$ cat config.mk
export PLATFORM = sky130hd
export DESIGN_NAME = sequential_multiply_unit
export DESIGN_NICKNAME = d
export VERILOG_FILES = /design/src/rtl/matrix_pkg.sv /design/src/rtl/sequential_multiply_unit.sv
export SDC_FILE = /design/constraint.sdc
export NUM_CORES = 1
export LEC_CHECK = 0
export CORE_UTILIZATION = 60
export DETAILED_ROUTE_END_ITERATION = 7
export HOLD_SLACK_MARGIN = 0.02
export PLACE_DENSITY = 0.9
export SYNTH_ARGS = -nofsm -noshare
export SYNTH_HDL_FRONTEND = slang
export SYNTH_SLANG_ARGS = --single-unit
$ cat constraint.sdc
create_clock -name clock -period 5.2 [get_ports clock]
set_input_delay 1.56 -clock clock [delete_from_list [all_inputs] [get_ports clock]]
set_output_delay 1.56 -clock clock [all_outputs]
set_load 0.01 [all_outputs]
$ cat src/rtl/matrix_pkg.sv
// Shared definitions for the matrix datapath: default widths and the
// multiply/accumulate FSM state type.
package matrix_pkg;

  localparam int unsigned DEFAULT_VAR_WIDTH  = 8;
  localparam int unsigned DEFAULT_DATA_WIDTH = 2 * DEFAULT_VAR_WIDTH;

  typedef enum logic [1:0] {
    IDLE = 2'd0,
    MULT = 2'd1,
    DONE = 2'd2
  } state_t;

endpackage

$ cat src/rtl/sequential_multiply_unit.sv
// Shift-add multiplier: one operand bit per cycle, optional two's-complement
// operands handled as sign-magnitude, result held until the next product.
module sequential_multiply_unit
  import matrix_pkg::*;
#(
  parameter int unsigned DATA_WIDTH = DEFAULT_DATA_WIDTH,
  parameter int unsigned VAR_WIDTH  = DEFAULT_VAR_WIDTH
) (
  input  logic                  clock,
  input  logic                  reset,
  input  logic                  clear,
  input  logic                  start,
  input  logic                  sign_en,
  input  logic [VAR_WIDTH-1:0]  a,
  input  logic [VAR_WIDTH-1:0]  b,
  output logic                  busy,
  output logic                  listo,
  output logic [DATA_WIDTH-1:0] result
);

  localparam int unsigned CNT_W = $clog2(VAR_WIDTH + 1);

  state_t                state;
  logic [DATA_WIDTH-1:0] mcand;
  logic [DATA_WIDTH-1:0] partial;
  logic [VAR_WIDTH-1:0]  mplier;
  logic [CNT_W-1:0]      iter;
  logic                  neg_flag;

  logic [VAR_WIDTH-1:0]  a_mag;
  logic [VAR_WIDTH-1:0]  b_mag;
  logic [DATA_WIDTH-1:0] partial_next;
  logic [DATA_WIDTH-1:0] product_final;

  // Magnitudes stay unsigned, so the most negative operand maps to 2^(W-1) cleanly.
  always_comb begin
    a_mag         = a;
    b_mag         = b;
    partial_next  = partial;
    product_final = '0;
    if (sign_en && a[VAR_WIDTH-1]) a_mag = ~a + VAR_WIDTH'(1);
    if (sign_en && b[VAR_WIDTH-1]) b_mag = ~b + VAR_WIDTH'(1);
    if (mplier[0]) partial_next = partial + mcand;
    product_final = neg_flag ? (~partial_next + DATA_WIDTH'(1)) : partial_next;
  end

  always_ff @(posedge clock or negedge reset) begin
    if (!reset) begin
      state    <= IDLE;
      busy     <= 1'b0;
      listo    <= 1'b0;
      result   <= '0;
      mcand    <= '0;
      partial  <= '0;
      mplier   <= '0;
      iter     <= '0;
      neg_flag <= 1'b0;
    end else if (clear) begin
      state    <= IDLE;
      busy     <= 1'b0;
      listo    <= 1'b0;
      result   <= '0;
      mcand    <= '0;
      partial  <= '0;
      mplier   <= '0;
      iter     <= '0;
      neg_flag <= 1'b0;
    end else begin
      listo <= 1'b0;
      case (state)
        IDLE: begin
          if (start) begin
            state    <= MULT;
            busy     <= 1'b1;
            mcand    <= DATA_WIDTH'(a_mag);
            mplier   <= b_mag;
            neg_flag <= sign_en & (a[VAR_WIDTH-1] ^ b[VAR_WIDTH-1]);
            partial  <= '0;
            iter     <= '0;
          end
        end
        MULT: begin
          partial <= partial_next;
          mcand   <= mcand << 1;
          mplier  <= mplier >> 1;
          iter    <= iter + CNT_W'(1);
          if (iter == CNT_W'(VAR_WIDTH - 1)) begin
            state  <= DONE;
            result <= product_final;
            listo  <= 1'b1;
          end
        end
        DONE: begin
          state <= IDLE;
          busy  <= 1'b0;
        end
        default: begin
          state <= IDLE;
          busy  <= 1'b0;
        end
      endcase
    end
  end

endmodule

==> impl_metrics.tcl, run 1 <==
set metrics [dict create \
    status "finished clean" \
    required_ns 5.41 \
    ys_types 61 \
    cts.sinks 65 \
    finalMaxSlewViolations 0 \
    utilization_pct 73.3 \
    ir_drop_mv 0.209 \
    skew_ns 0.00772 \
    viasPerCell 6.53 \
    worstMarginPinSlew_ns 0.824 \
    critPathLaunchType "flop" \
    dieArea_um2 7160 \
    drive_gt1_share_pct 8.66 \
    synth_fp_nets 491 \
    crit_fanout 4 \
    fin_crit_ns 3.30 \
    dominantRegCellSynth "dfrtp_1" \
    synthArstFlopShare_pct 100 \
    dr.first_iter.drc_count 239 \
    grt_overflow 0 \
    multiInputGateArea_um2 2330 \
    postPlaceCellArea_um2 4510 \
    postCtsHoldBufs 0 \
    endpoint_kind "flop" \
    final_common_cell "dfrtp_1" \
    r2r_slack_ns 1.90 \
    p_total_mw 1.24 \
    wirelength_um 10200 \
    drc 0 \
    power_density_nw_per_um2 261 \
    finalInstanceArea_um2 4730 \
    rows 29 \
    grt_pass1_wl_um 17300 \
    post_cts_buffers 0 \
    diodes 0 \
    start_util_pct 63.4 \
    grt_pass1_vias 3660 \
    cts_tree "done" \
    gp_congestion 0.905 \
    antenna_found_initial 0 \
    regArea_um2 1630 \
    vias 3669 \
    die_y_um 84.6 \
    finalSetupViolations 0 \
    cap_violations 0 \
    synth_area_per_cell_um2 9.10 \
    synth_area_um2 4100 \
    synth_edf_count 0 \
    cts_resized 0 \
    tns_ns 0 \
    dpl.hpwl_um 7110 \
    clkTransAtPathRegs_ns 0.07 \
    wire_per_inst_um 18.1 \
    coreArea_um2 6460 \
    clk_path_buf_depth 2 \
    worstSkewPairLatency_ns 0.34 \
    fp.dieW_um 84.6 \
    syn2layout_area_growth_pct 15.5 \
    antenna_left 0 \
    ioPinCount 39 \
    crit_arrival_ns 3.51 \
    grtUsageTotal_pct 30.7 \
    leakagePower_nw 2.08 \
    yosysSeqAreaShare_pct 39.7 \
    grt_max_degree 36 \
    cts_buffers 9 \
    dr.pass1.iters 8 \
    fill_cells 452 \
    h-tree-depth 3 \
    ys_warn_count 0 \
    min_period_over_period_pct 63.4 \
    maxSlewHeadroom_pct 45.0 \
    rsz0062_at_grt "no" \
    fmax_mhz 303 \
    crit_type "reg2reg" \
    layout.nets 522 \
    hold_viol 0 \
    final_cell_mix "dfrtp_1, nand2_1, nor2_1" \
    io_buffers 38 \
    hold_path_class "reg2reg" \
    ys_ff_latch 65 \
    cts_root_buffer "clkbuf_8" \
    synthCells 450 \
]
[flip-flops by register name, summed over array words and instances (netlist names)]
name,cells
busy,1
iter,4
listo,1
mcand,16
mplier,8
neg_flag,1
partial,16
result,16
state,2
[area by class of cell]
class / instances / share of cell area (%)
multi-input combinational: 347 / 49.2
timing repair buffer: 42 / 8.57
inverter: 16 / 1.27
clock buffer: 13 / 3.78
sequential: 65 / 34.4
clock inverter: 2 / 0.740
tap: 77 / 2.04
[per-stage QoR]
step | hold slack (ns) | setup WS [ns] | std cells
after global routing | 0.502 | 1.70 | 562
final | 0.487 | 1.90 | 562
after floorplan | 0.449 | 2.42 | 450
after global placement | 0.462 | 1.79 | 547
after detailed placement | 0.470 | 1.68 | 547
after CTS | 0.492 | 1.93 | 562
[per-layer routing]
| metal | share of wire, % | track usage, % | vias up |
|---|---|---|---|
| met5 | 0 | 0 | - |
| met4 | 3.2 | 12.5 | 0 |
| met3 | 5.5 | 6.00 | 39 |
| met2 | 53 | 53.7 | 157 |
| met1 | 39 | 37.4 | 1774 |
| li1 | - | - | 1699 |
[logic make-up (layout without fill, tap and decap cells)]
family                     Yosys count  in the layout  synth area share, %
and+or+nand+nor                    145            145                 16.6
AOI/OAI and AO/OA                  142            142                 25.1
DFF                                 65             65                 39.7
buffers and inverters               38             73                 3.63
xor gates and xnor gates            35             35                 7.48
adders and majority gates           20             20                 6.29
muxes                                5              5                 1.22
[worst paths after layout]
kind,end,from,depth (start not counted)
max in group asynchronous,partial[7],reset,2
setup / recovery,result[10],mcand[0],11
min in group asynchronous,mcand[12],reset,1
hold reg to reg,result[7],result[7],2
hold / removal,result[7],result[7],2
setup reg to reg,result[10],mcand[0],11
[power by group]
group          internal [mW]  switching, mW  total, mW  leakage [nW]
logic                 0.0855          0.147      0.232          1.08
registers              0.526         0.0183      0.544         0.889
clock network          0.270          0.188      0.459         0.112
[critical path, cell delays in order, from the launching register on]
cell	delay [ns]
dfrtp_1	0.43
ha_1	0.26
fa_1	0.42
a21oi_1	0.25
o22ai_2	0.16
nor3b_1	0.18
a211oi_2	0.37
inv_1	0.14
or3_1	0.44
o21ai_1	0.24
xnor2_1	0.18
o21ai_1	0.08
[cell usage after synthesis, types with 4 or more instances]
master	instances	area, um^2
dfrtp_1	65	1630
nand2_1	49	184
nor2_1	42	158
o21ai_0	36	180
a21oi_1	25	125
ha_1	19	238
xnor2_1	19	166
clkbuf_1	16	60.1
inv_1	16	60.1
xor2_1	16	140
a22o_1	15	131
nand3_1	10	50.1
nor3_1	10	50.1
a221oi_1	7	61.3
a31oi_1	7	43.8
o21ai_1	7	35.0
nor2b_1	6	37.5
buf_2	5	25.0
mux2i_1	5	50.1
nand2b_1	5	31.3
nand4_1	4	25.0
o31ai_1	4	30.0
Note: power is estimated with default switching activity, not from simulation.
==> run 2, diff against run 1 <==
--- a/config.mk
+++ b/config.mk
@@ -5,10 +5,10 @@
 export SDC_FILE = /design/constraint.sdc
 export NUM_CORES = 1
 export LEC_CHECK = 0
-export CORE_UTILIZATION = 60
+export CORE_UTILIZATION = 52
 export DETAILED_ROUTE_END_ITERATION = 7
 export HOLD_SLACK_MARGIN = 0.02
-export PLACE_DENSITY = 0.9
+export PLACE_DENSITY = 0.83
 export SYNTH_ARGS = -nofsm -noshare
 export SYNTH_HDL_FRONTEND = slang
 export SYNTH_SLANG_ARGS = --single-unit
==> constraint.sdc (replaced) <==
create_clock -name clock -period 2.9 [get_ports clock]
set_input_delay 0.87 -clock clock [delete_from_list [all_inputs] [get_ports clock]]
set_output_delay 0.87 -clock clock [all_outputs]
set_load 0.01 [all_outputs]
==> impl_metrics.tcl, run 2 (synthesis results as in run 1) <==
set metrics [dict create \
    grt_pass1_wl_um 17200 \
    cts_buffers 9 \
    cts_root_buffer "clkbuf_8" \
    vias 3728 \
    crit_type "reg2reg" \
    final_common_cell "dfrtp_1" \
    reg2reg_from "mcand[4]" \
    p_total_mw 2.43 \
    io_buffers 38 \
    wl_met3_um 509 \
    fill_cells 604 \
    cap_violations 0 \
    syn2layout_area_growth_pct 23.9 \
    wire_per_inst_um 17.2 \
    rows 31 \
    grt_max_degree 40 \
    dp_cells 588 \
    postCtsHoldBufs 0 \
    dpl.hpwl_um 7270 \
    pre_cts_slack_ns -0.0838 \
    ir_drop_mv 0.363 \
    critPathLaunch "mcand[4]" \
    start_util_pct 55.0 \
    coreArea_um2 7450 \
    skew_ns 0.00670 \
    fin_crit_ns 2.87 \
    drive_gt1_share_pct 14.7 \
    dr.first_iter.drc_count 297 \
    p_sw_share_pct 28.3 \
    cts.sinks 65 \
    critPathLaunchType "flop" \
    tns_ns 0 \
    worstMarginPinSlew_ns 0.643 \
    viasPerCell 6.12 \
    drc 0 \
    dieArea_um2 8240 \
    hp-start "result[7]" \
    layout.nets 546 \
    clk_path_buf_depth 2 \
    grt_overflow 0 \
    h-tree-depth 3 \
    wl_met1_um 4260 \
    fp.dieW_um 90.8 \
    finalNonFillerCells 609 \
    final_cell_mix "dfrtp_1, nand2_1, nor2_1" \
    fmax_mhz 348 \
    die_y_um 90.8 \
    finalSetupViolations 0 \
    finalMaxSlewViolations 0 \
    leakagePower_nw 2.21 \
    grt_pass1_vias 3742 \
    diodes 0 \
    worstSkewPairLatency_ns 0.34 \
    power_density_nw_per_um2 478 \
    reg_top3 "mcand x16, partial x16, result x16" \
    dr.pass1.iters 5 \
    whs_ns 0.480 \
    required_ns 3.13 \
    antenna_found_initial 0 \
    wirelength_um 10500 \
    finalInstanceArea_um2 5070 \
    min_period_over_period_pct 99.1 \
    status "finished clean" \
    fin_ws_ns 0.0264 \
    grtUsageTotal_pct 26.1 \
    internal_power_mw 1.74 \
    ioPinCount 39 \
    antenna_left 0 \
    gp_congestion 0.900 \
    wl_met2_um 5410 \
    crit_arrival_ns 3.10 \
    utilization_pct 68.1 \
    hold_viol 0 \
    hold_path_class "reg2reg" \
    cts_tree "done" \
    maxSlewHeadroom_pct 57.1 \
    crit_fanout 6 \
    p_clk_share_pct 40.0 \
    p_switching_uw 686 \
    maxUsedRoutingLayer "met4" \
    endpoint_kind "flop" \
    sequentialPowerShare_pct 40.5 \
    rsz0062_at_grt "yes" \
    postPlaceCellArea_um2 4710 \
    clkTransAtPathRegs_ns 0.07 \
    pwr-share-comb_pct 19.5 \
]
run 2: cell count changes in the layout (fill, tap and decap cells not counted), sizes merged:
cell / delta
clkinv: -1
bufinv: +2
clkinvlp: +2
clkbuf: -3
buf: +24
inv: +1
run 2: timing repair:
item                                    CTS  global route
endpoints found under the setup margin    5             8
resized for setup                         2            13
pin swaps                                 3             7
buffers inserted                          0             5
run 2: cell type report:
type / count / area (um^2) / share of cell area (%)
Multi-Input combinational cell: 347 / 2400 / 47.3
Sequential cell: 65 / 1630 / 32.1
Timing Repair Buffer: 66 / 611 / 12.0
Clock buffer: 10 / 138 / 2.71
Tap cell: 99 / 124 / 2.44
Clock inverter: 6 / 114 / 2.24
Inverter: 16 / 60.1 / 1.18
run 2: worst max-delay path: stages (launching register included):
cell	delay, ns
dfrtp_1	0.46
ha_4	0.35
nand3_1	0.18
o211ai_4	0.34
a211o_1	0.19
o211ai_2	0.10
a211o_1	0.35
or3_1	0.41
o21ai_1	0.16
xor2_1	0.16
o21ai_1	0.07
run 2: final timing paths:
kind                       depth (start not counted)  slack [ns]    endpoint
setup reg to reg                                  10        0.03  result[14]
min in group asynchronous                          1        0.55   mcand[11]
max in group asynchronous                          2        1.71  partial[9]
hold / removal                                     2        0.48   result[7]
setup / recovery                                  10        0.03  result[14]
hold reg to reg                                    2        0.48   result[7]
run 2: per-layer routing:
| layer | up-vias | global-route usage (%) |
|---|---|---|
| li1 | 1743 | - |
| met2 | 143 | 45.8 |
| met5 | - | 0 |
| met3 | 29 | 5.64 |
| met4 | 0 | 11.2 |
| met1 | 1813 | 30.4 |
run 2: power groups by stage:
stage	Combinational (mW)	Sequential [mW]	Clock (mW)
final	0.473	0.982	0.972
after global routing	0.518	0.987	1.02
after detailed placement	0.439	0.996	0
after floorplan	0.283	0.981	0
after global placement	0.426	0.992	0
after CTS	0.443	0.979	0.987
==> run 3, diff against run 2 <==
--- a/config.mk
+++ b/config.mk
@@ -7,8 +7,10 @@
 export LEC_CHECK = 0
 export CORE_UTILIZATION = 52
 export DETAILED_ROUTE_END_ITERATION = 7
+export GPL_TIMING_DRIVEN = 1
 export HOLD_SLACK_MARGIN = 0.02
 export PLACE_DENSITY = 0.83
+export SKIP_CTS_REPAIR_TIMING = 1
 export SYNTH_ARGS = -nofsm -noshare
 export SYNTH_HDL_FRONTEND = slang
 export SYNTH_SLANG_ARGS = --single-unit
==> impl_metrics.tcl, run 3 (synthesis results as in run 1) <==
set metrics [dict create \
    status "finished with violations" \
    violations "setup timing" \
    antenna_left 0 \
    diodes 0 \
    final_common_cell "dfrtp_1" \
    grt_overflow 0 \
    ioPinCount 39 \
    fmax_mhz 342 \
    tns_ns -0.0225 \
    endpoint_kind "flop" \
    wire_per_inst_um 17.1 \
    crit_arrival_ns 3.16 \
    ir_drop_mv 0.294 \
    fin_crit_ns 2.92 \
    critPathLaunchType "flop" \
    power_density_nw_per_um2 477 \
    cts_root_buffer "clkbuf_8" \
    wl_met1_um 4310 \
    wl_met2_um 5350 \
    maxUsedRoutingLayer "met4" \
    wirelength_um 10400 \
    rows 31 \
    finalSetupViolations 1 \
    io_buffers 38 \
    crit_fanout 4 \
    grt_max_degree 40 \
    worstMarginPinSlew_ns 0.633 \
    clkTransAtPathRegs_ns 0.07 \
    dr.first_iter.drc_count 270 \
    cts_buffers 9 \
    final_cell_mix "dfrtp_1, nand2_1, nor2_1" \
    vias 3671 \
    syn2layout_area_growth_pct 24.5 \
    reg_top3 "mcand x16, partial x16, result x16" \
    cap_violations 0 \
    min_period_over_period_pct 101 \
    rsz0062_at_grt "yes" \
    viasPerCell 6.05 \
    clk_path_buf_depth 2 \
    drive_gt1_share_pct 14.6 \
    hold_viol 0 \
    leakagePower_nw 2.20 \
    cts.sinks 65 \
    fp.dieW_um 90.8 \
    h-tree-depth 3 \
    layout.nets 544 \
    grt_pass1_wl_um 17200 \
    grtUsageTotal_pct 26.1 \
    cts_tree "done" \
    die_y_um 90.8 \
    drc 0 \
    dieArea_um2 8240 \
    grt_pass1_vias 3743 \
    coreArea_um2 7450 \
    wl_met3_um 501 \
    utilization_pct 68.5 \
    crit_type "reg2reg" \
    fin_ws_ns -0.0225 \
    maxSlewHeadroom_pct 57.8 \
    dr.pass1.iters 7 \
    start_util_pct 55.0 \
    skew_ns 0.00718 \
    worstSkewPairLatency_ns 0.35 \
    dpl.hpwl_um 7270 \
    finalMaxSlewViolations 0 \
    gp_congestion 0.900 \
    required_ns 3.13 \
    hold_path_class "reg2reg" \
    antenna_found_initial 0 \
]
-- run 3: cell count changes in the layout (fill, tap and decap cells not counted), sizes merged --
cell	before	now
buf	29	27
-- run 3: cell type report --
cell class              count  area [um^2]
multi-input cells         347         2440
fillers                   598         2350
flip-flops and latches     65         1630
repair buffers             64          596
clock buffers              10          138
well taps                  99          124
clock inverters             6          114
inverters                  16         60.1
-- run 3: critical path, stage by stage, from the launching register on --
cell,delay (ns)
dfrtp_1,0.44
ha_4,0.19
fa_2,0.39
a21oi_4,0.21
o22ai_4,0.12
o41ai_4,0.42
xor2_1,0.23
a31o_2,0.21
nand4_2,0.10
o41ai_2,0.26
xnor2_1,0.16
o21ai_1,0.08
-- run 3: per-stage QoR --
step           cells  hold WS, ns  setup WS [ns]  cell area (um^2)  power (mW)
3_5_place_dp     588        0.473        -0.0838              4710        1.43
5_1_grt          607        0.514         -0.176              5100        2.53
3_3_place_gp     588        0.463         0.0294              4710        1.42
6_report         607        0.481        -0.0225              5100        2.43
2_1_floorplan    450        0.449          0.126              4100        1.26
4_1_cts          604        0.490         -0.134              4960        2.41
-- run 3: worst paths after layout --
| check | slack [ns] | end | depth (start not counted) | startpoint |
|---|---|---|---|---|
| worst max-delay path | -0.02 | result[15] | 11 | mcand[0] |
| worst min-delay path | 0.48 | result[7] | 2 | result[7] |
| worst max register to register | -0.02 | result[15] | 11 | mcand[0] |
| worst min register to register | 0.48 | result[7] | 2 | result[7] |
| max in group asynchronous | 1.73 | partial[2] | 2 | reset |
| min in group asynchronous | 0.54 | mcand[11] | 1 | reset |
-- run 3: power by group --
part	internal, mW	leakage, nW	switching [mW]
clock	0.597	0.119	0.377
sequential	0.942	0.887	0.0398
combinational	0.197	1.19	0.276
-- run 3: layer usage --
metal,up-vias,global-route usage (%)
met1,1777,30.6
met2,132,45.8
met5,-,0
li1,1736,-
met3,26,5.64
met4,0,11.2
